`config.mk`:
```
export PLATFORM = sky130hd
export DESIGN_NAME = multicycle_controller
export DESIGN_NICKNAME = d
export VERILOG_FILES = /design/src/rtl/multicycle_controller.sv
export SDC_FILE = /design/constraint.sdc
export NUM_CORES = 1
export LEC_CHECK = 0
export ABC_AREA = 1
export ABC_CLOCK_PERIOD_IN_PS = 1400
export BUFFER_PORTS_ARGS = -buffer_cell sky130_fd_sc_hd__buf_2
export CAP_MARGIN = 20
export CELL_PAD_IN_SITES_DETAIL_PLACEMENT = 1
export CELL_PAD_IN_SITES_GLOBAL_PLACEMENT = 2
export CORE_ASPECT_RATIO = 2
export CORE_MARGIN = 10
export CORE_UTILIZATION = 23
export DETAILED_ROUTE_END_ITERATION = 7
export PLACE_DENSITY_LB_ADDON = 0.1
export SYNTH_ARGS = -nofsm -noshare
export SYNTH_HDL_FRONTEND = slang
export SYNTH_SLANG_ARGS = --single-unit
```
`constraint.sdc`:
```
create_clock -name clk -period 1.4 [get_ports clk]
set_input_delay 0.28 -clock clk [delete_from_list [all_inputs] [get_ports clk]]
set_output_delay 0.28 -clock clk [all_outputs]
set_load 0.1 [all_outputs]
```
`src/rtl/multicycle_controller.sv`:
```
// Five-state multicycle CPU control FSM (FETCH/DECODE/EXECUTE/MEMORY/WRITEBACK).
// Optional MEMORY wait timeout is enabled by defining MEM_TIMEOUT_EN.
module multicycle_controller #(
    parameter int TIMEOUT_CYCLES = 15
) (
    input  logic       clk,
    input  logic       reset,
    input  logic [6:0] opcode,
    input  logic       br_taken,
    input  logic       mem_ready,
    output logic       pc_wr,
    output logic       ir_wr,
    output logic       reg_wr,
    output logic       alu_op,
    output logic       sel_A,
    output logic       sel_B,
    output logic       pc_sel,
    output logic [1:0] wb_sel,
    output logic       cs,
    output logic       wr,
    output logic       illegal,
    output logic       mem_err,
    output logic [2:0] dbg_state
);

    if (TIMEOUT_CYCLES < 1 || TIMEOUT_CYCLES > 255) begin : g_bad_timeout
        $error("TIMEOUT_CYCLES must be in 1..255");
    end

    typedef enum logic [2:0] {
        S_FETCH     = 3'd0,
        S_DECODE    = 3'd1,
        S_EXECUTE   = 3'd2,
        S_MEMORY    = 3'd3,
        S_WRITEBACK = 3'd4
    } state_t;

    localparam logic [6:0] OP_R      = 7'b0110011;
    localparam logic [6:0] OP_I      = 7'b0010011;
    localparam logic [6:0] OP_LOAD   = 7'b0000011;
    localparam logic [6:0] OP_STORE  = 7'b0100011;
    localparam logic [6:0] OP_BRANCH = 7'b1100011;
    localparam logic [6:0] OP_JAL    = 7'b1101111;
    localparam logic [6:0] OP_JALR   = 7'b1100111;

    state_t     r_state;
    logic [6:0] r_opcode;

    logic w_legal;
    logic w_is_i, w_is_load, w_is_store, w_is_branch, w_is_jal, w_is_jalr;
    logic w_timeout;

    // Legality is judged on the live opcode in DECODE; later states use the latched copy.
    assign w_legal = (opcode == OP_R)      || (opcode == OP_I)      ||
                     (opcode == OP_LOAD)   || (opcode == OP_STORE)  ||
                     (opcode == OP_BRANCH) || (opcode == OP_JAL)    ||
                     (opcode == OP_JALR);

    assign w_is_i      = (r_opcode == OP_I);
    assign w_is_load   = (r_opcode == OP_LOAD);
    assign w_is_store  = (r_opcode == OP_STORE);
    assign w_is_branch = (r_opcode == OP_BRANCH);
    assign w_is_jal    = (r_opcode == OP_JAL);
    assign w_is_jalr   = (r_opcode == OP_JALR);

`ifdef MEM_TIMEOUT_EN
    logic [7:0] r_wait_cnt;

    // Fires on the TIMEOUT_CYCLES-th not-ready MEMORY cycle; mem_ready in that cycle wins.
    assign w_timeout = (r_state == S_MEMORY) && !mem_ready &&
                       (r_wait_cnt == 8'(TIMEOUT_CYCLES - 1));

    always_ff @(posedge clk) begin
        if (reset) begin
            r_wait_cnt <= '0;
        end else if ((r_state == S_MEMORY) && !mem_ready && !w_timeout) begin
            r_wait_cnt <= r_wait_cnt + 8'd1;
        end else begin
            r_wait_cnt <= '0;
        end
    end
`else
    assign w_timeout = 1'b0;
`endif

    always_ff @(posedge clk) begin
        if (reset) begin
            r_state  <= S_FETCH;
            r_opcode <= '0;
        end else begin
            case (r_state)
                S_FETCH: r_state <= S_DECODE;
                S_DECODE: begin
                    r_opcode <= opcode;
                    r_state  <= w_legal ? S_EXECUTE : S_FETCH;
                end
                S_EXECUTE: begin
                    if (w_is_load || w_is_store) begin
                        r_state <= S_MEMORY;
                    end else if (w_is_branch) begin
                        r_state <= S_FETCH;
                    end else begin
                        r_state <= S_WRITEBACK;
                    end
                end
                S_MEMORY: begin
                    if (mem_ready) begin
                        r_state <= w_is_load ? S_WRITEBACK : S_FETCH;
                    end else if (w_timeout) begin
                        r_state <= S_FETCH;
                    end
                end
                S_WRITEBACK: r_state <= S_FETCH;
                default:     r_state <= S_FETCH;
            endcase
        end
    end

    assign dbg_state = r_state;

    // Outputs decode from state; reset overrides them in the same cycle.
    always_comb begin
        pc_wr   = 1'b0;
        ir_wr   = 1'b0;
        reg_wr  = 1'b0;
        alu_op  = 1'b0;
        sel_A   = 1'b0;
        sel_B   = 1'b0;
        pc_sel  = 1'b0;
        wb_sel  = 2'b00;
        cs      = 1'b1;
        wr      = 1'b0;
        illegal = 1'b0;
        mem_err = 1'b0;
        if (!reset) begin
            case (r_state)
                S_FETCH: ir_wr = 1'b1;
                S_DECODE: begin
                    if (!w_legal) begin
                        illegal = 1'b1;
                        pc_wr   = 1'b1;
                    end
                end
                S_EXECUTE: begin
                    alu_op = 1'b1;
                    sel_B  = w_is_i || w_is_load || w_is_store || w_is_jalr;
                    sel_A  = w_is_branch || w_is_jal;
                    if (w_is_branch) begin
                        pc_wr  = 1'b1;
                        pc_sel = br_taken;
                    end
                end
                S_MEMORY: begin
                    cs = 1'b0;
                    wr = w_is_store;
                    if (mem_ready) begin
                        pc_wr = w_is_store;
                    end else if (w_timeout) begin
                        mem_err = 1'b1;
                        pc_wr   = 1'b1;
                    end
                end
                S_WRITEBACK: begin
                    reg_wr = 1'b1;
                    pc_wr  = 1'b1;
                    if (w_is_load) begin
                        wb_sel = 2'b01;
                    end else if (w_is_jal || w_is_jalr) begin
                        wb_sel = 2'b10;
                        pc_sel = 1'b1;
                    end
                end
                default: ;
            endcase
        end
    end

endmodule

```
# Word level (Yosys, flattened, before mapping)
# Cells that the tools add are included.
# word_totals
regBits	10
inputBits	11
out_inout_bits	16
wordCells	69
# op_classes
n_eq_ne	18
n_mux	36
n_reduce_logical	13
# op_table
cell	count
equality test 7 bit (second input constant)	6
2-to-1 mux 1 bit	24
equality test 7 x 6 -> 1 bit (second input constant)	3
equality test 7 x 2 -> 1 bit (second input constant)	2
equality test 7 x 5 -> 1 bit (second input constant)	2
logical OR 1 bit	12
2-to-1 mux 3 bit	4
case mux 3 bit (4 select lines)	1
2-to-1 mux 2 bit	5
equality test 3 x 2 -> 1 bit (second input constant)	2
case mux 1 bit (4 select lines)	1
equality test 3 x 1 -> 1 bit (second input constant)	1
equality test 3 bit (second input constant)	1
zero test 3 bit	1
inequality test 2 bit (second input constant)	1
case mux 1 bit (2 select lines)	1

# Logic depth before layout (Yosys ltp)
# depth
ltp_word	10
mapped_depth	8
depth_no_buf	8

# Worst setup path before layout
# Ideal clock, no wire load.
# synth_timing
path_type	reg2out
start	reg r_state[0], in the netlist dbg_state[0]
end	out wr
arrival_ns	3.425
required_ns	1.120
path_slack_ns	-2.305
path_stages_with_launch	5
n_path_buf	0
path_cell_list	dfxtp_1 nand3_1 clkinv_1 nand2_1 nor2_1
# synth_via
elab_chain_len	3
# synth_rtl
element	line_no	source
start: declaration	46	state_t r_state;
start signal: assignment	95	r_state <= w_legal ? S_EXECUTE : S_FETCH;
start signal: assignment	108	r_state <= w_is_load ? S_WRITEBACK : S_FETCH;
equality test 3 x 2 -> 1 bit	136	case (r_state)
2-to-1 mux 1 bit	136	
2-to-1 mux 1 bit	135	if (!reset) begin
end: declaration	20	output logic wr,
# No other way between the ends.

# Worst setup path in the final report
# layout_timing
start	reg r_state[1], in the netlist dbg_state[1]
end	out pc_sel
# layout_via
elab_chain_len	3
word_cells_on_any_way	4
classes_between	2 x eq/ne; 2 x mux
# layout_rtl
element	line_no	source
equality test 3 bit / equality test 3 x 2 -> 1 bit (equally long branches)	136	
case mux 1 bit (2 select lines) (*)	136	
2-to-1 mux 1 bit (*)	135	
end: declaration	17	output logic pc_sel,
# Every way passes the cells marked *; elsewhere a longest branch is shown, timed or not.

==> run_results.csv <==
group,metric,value,unit
run_status,violations,"setup timing",
sta,fin_crit,1740,ps
run_status,status,"complete, but fails checks",
grt,overflow,0,
synthesis,syn_area,702,µm²
floorplan,die_h,98.1,µm
sta,slew_violations,0,
synthesis,yosysTopAreaCell,"dfxtp_1",
detailed_routing,drt-wirelength-per-cell,14.4,µm
sta,worst_slack,-340,ps
grt,antenna_found_initial,0,
synthesis,ys_top_cells_by_area,"dfxtp_1 (29%), nand2_1 (9.6%), a21oi_1 (8.6%)",
clock_tree,cts_buffer_depth,2,
synthesis,synth.distinct_cells,22,
min_path,min_from,"opcode[5]",
sta,setup_violations,12,
floorplan,start_util,23.9,%
detailed_routing,via_count,937,
pwr,clockPowerShare,32.6,%
sta,clock.fmax,0.575,GHz
place,detailed_place_hpwl,2550,µm
synthesis,syn_nets,122,
pwr,sequentialPowerShare,32.8,%
clock_tree,htreeDepth,1,
clock_tree,path_clk_slew,50,ps
worst_setup_path,crit_start,"dbg_state[1]$_SDFFE_PP0P_",
synthesis,synth_seq_cells,10,
place,portBuffers,25,
synthesis,synth_cells,111,
clock_tree,cts.sinks,10,
finish,antenna_cells,0,
clock_tree,clk_latency,240,ps
place,routabilityCongestion,0.755,
pwr,irDropWorstVdd,472,µV
place,dp.cells,189,
worst_setup_path,r2r_setup_slack,110,ps
clock_tree,root_buffer,"clkbuf_8",
worst_setup_path,worstPathRequired,1120,ps
sta,fin_crit_sh,124,%
place,place_area,0.00143,mm²
detailed_routing,drtIter0Drc,9,
worst_setup_path,critPathCaptureType,"primary output",
finish,area_growth,125,%
sta,finalHoldViolCount,0,
finish,n_fill_cell,356,
pwr,swShare,34.8,%
sta,finClkSkew,8.41,ps
grt,grt_pass1_wl,4890,µm
finish,layout.nets,180,
clock_tree,tritoncts,"built",
finish,final_cells,198,
synthesis,ys.warnings.count,0,
synthesis,ys_seq_area_share,28.5,%
grt,gr-usage-all-layers,10.8,%
finish,layout_commonest_cell,"buf_4",
worst_setup_path,worstPathArrival,1460,ps
detailed_routing,wl,2850,µm
sta,rsz0062_at_grt,"yes",
pwr,p_sw,337,µW
finish,design_area,0.00158,mm²
worst_setup_path,critPathLaunchType,"flip-flop",
grt,grt_max_degree,13,
floorplan,core,0.00294,mm²
worst_setup_path,crit_type,"flip-flop to primary output",
detailed_routing,drt-vias-per-instance,4.73,
synthesis,avgSynthCellArea,6.32,µm²
min_path,hold_class,"input port to flip-flop",
pwr,p_leak,0.672,nW
detailed_routing,ant_nets,0,
finish,final_cell_mix,"buf_4 (26), buf_12 (15), nand2_1 (13)",
floorplan,dieArea,0.00580,mm²
floorplan,row_count,28,
flow_run,drv_cap,0,
floorplan,die_w,59.1,µm
synthesis,synth_top_area_share,28.5,%
worst_setup_path,crit_path_max_fanout,4,
grt,grt_pass1_vias,1060,
finish,multi_input_area,562,µm²
floorplan,io_pins,27,
detailed_routing,firstDrtPassIters,3,
pwr,intPower,632,µW
finish,seqCellArea,219,µm²
clock_tree,cts_buffers,3,
worst_setup_path,r2r_start,"r_opcode[4]$_SDFFE_PP0P_",
detailed_routing,drc,0,
pwr,p_per_area,613,mW/mm²
clock_tree,cts_hold_buf,0,
pwr,pwr-share-comb,34.6,%
finish,drive_gt1_share,66.7,%
==> final cells by class <==
type                    count  area share [%]
clock buffers               4            2.85
inverters                  21            7.28
multi-input cells          77            35.6
flip-flops and latches     10            13.9
well taps                  30            2.38
repair buffers             56            38.1
==> metrics by stage <==
step | utilization (%) | total power [mW] | setup slack [ps] | TNS (ps) | hold slack (ps)
final | 53.7 | 0.969 | -340 | -2900 | 289
after global routing | 53.7 | 1.03 | -408 | -3750 | 313
after CTS | 52.8 | 0.979 | -372 | -3180 | 288
after detailed placement | 48.5 | 0.630 | -162 | -870 | 474
after global placement | 48.5 | 0.622 | -134 | -656 | 466
after floorplan | - | 0.508 | -513 | -3200 | 425
==> logic make-up (layout without fill, tap and decap cells) <==
kind of cell,after synthesis,in the layout,share of synthesized area (%)
AND/OR/NAND/NOR,57,57,41.5
buffers and inverters,24,81,14.1
AO/OA/AOI/OAI,19,19,15.3
flip-flops,10,10,28.5
other,1,1,0.534
==> cell usage after synthesis <==
cell       number
o21ai_0         3
dfxtp_1        10
nor2_4          2
nand3_2         1
a21oi_1        12
nand3b_1        1
nand4_1         5
inv_2           9
nor3_2          1
nand2_1        18
inv_1          10
o211ai_1        1
nand2_2         6
a2bb2oi_2       1
clkinv_1        2
buf_2           1
buf_4           2
conb_1          1
nand3_1         9
nor2_1         11
nor2_2          3
o21ai_1         2
==> critical path, cell delays in order (launching register included) <==
cell       delay [ps]
dfxtp_4           360
inv_4              60
nand2_4            60
nor2_4             90
nand4_1           230
a2bb2oi_4         230
buf_12            180
==> layer usage <==
metal	vias up	global-route usage, %	share of wire [%]	wire (µm)
met2	17	21.7	64	1830
li1	467	-	-	-
met3	4	1.82	2.9	83
met4	0	5.33	1.6	46
met1	449	9.08	31	889
met5	-	0	0	0
==> state kept, by name, summed over array words and instances, names as in the netlist <==
name / flops
r_opcode: 7
dbg_state: 3
==> path summary, 6_finish.rpt <==
path | cells past startpoint | endpoint
setup / recovery | 6 | pc_sel
hold reg to reg | 2 | r_opcode[0]$_SDFFE_PP0P_
setup reg to reg | 9 | dbg_state[0]$_SDFFE_PP0P_
hold / removal | 3 | r_opcode[5]$_SDFFE_PP0P_
==> what timing repair did <==
| item | CTS | global route |
|---|---|---|
| buffers inserted | 6 | 1 |
| pin swaps | 9 | 7 |
| setup endpoints to repair | 12 | 14 |
| gates resized for setup | 16 | 9 |
| cloned | 0 | 0 |
==> power groups by stage <==
| stage | sequential [mW] | combinational, mW | clock (mW) |
|---|---|---|---|
| floorplan | 0.343 | 0.165 | 0 |
| global placement | 0.319 | 0.303 | 0 |
| detailed placement | 0.320 | 0.310 | 0 |
| CTS | 0.315 | 0.333 | 0.330 |
| global route | 0.320 | 0.361 | 0.348 |
| finish | 0.318 | 0.336 | 0.316 |
Power figures use the tool's default switching activity.
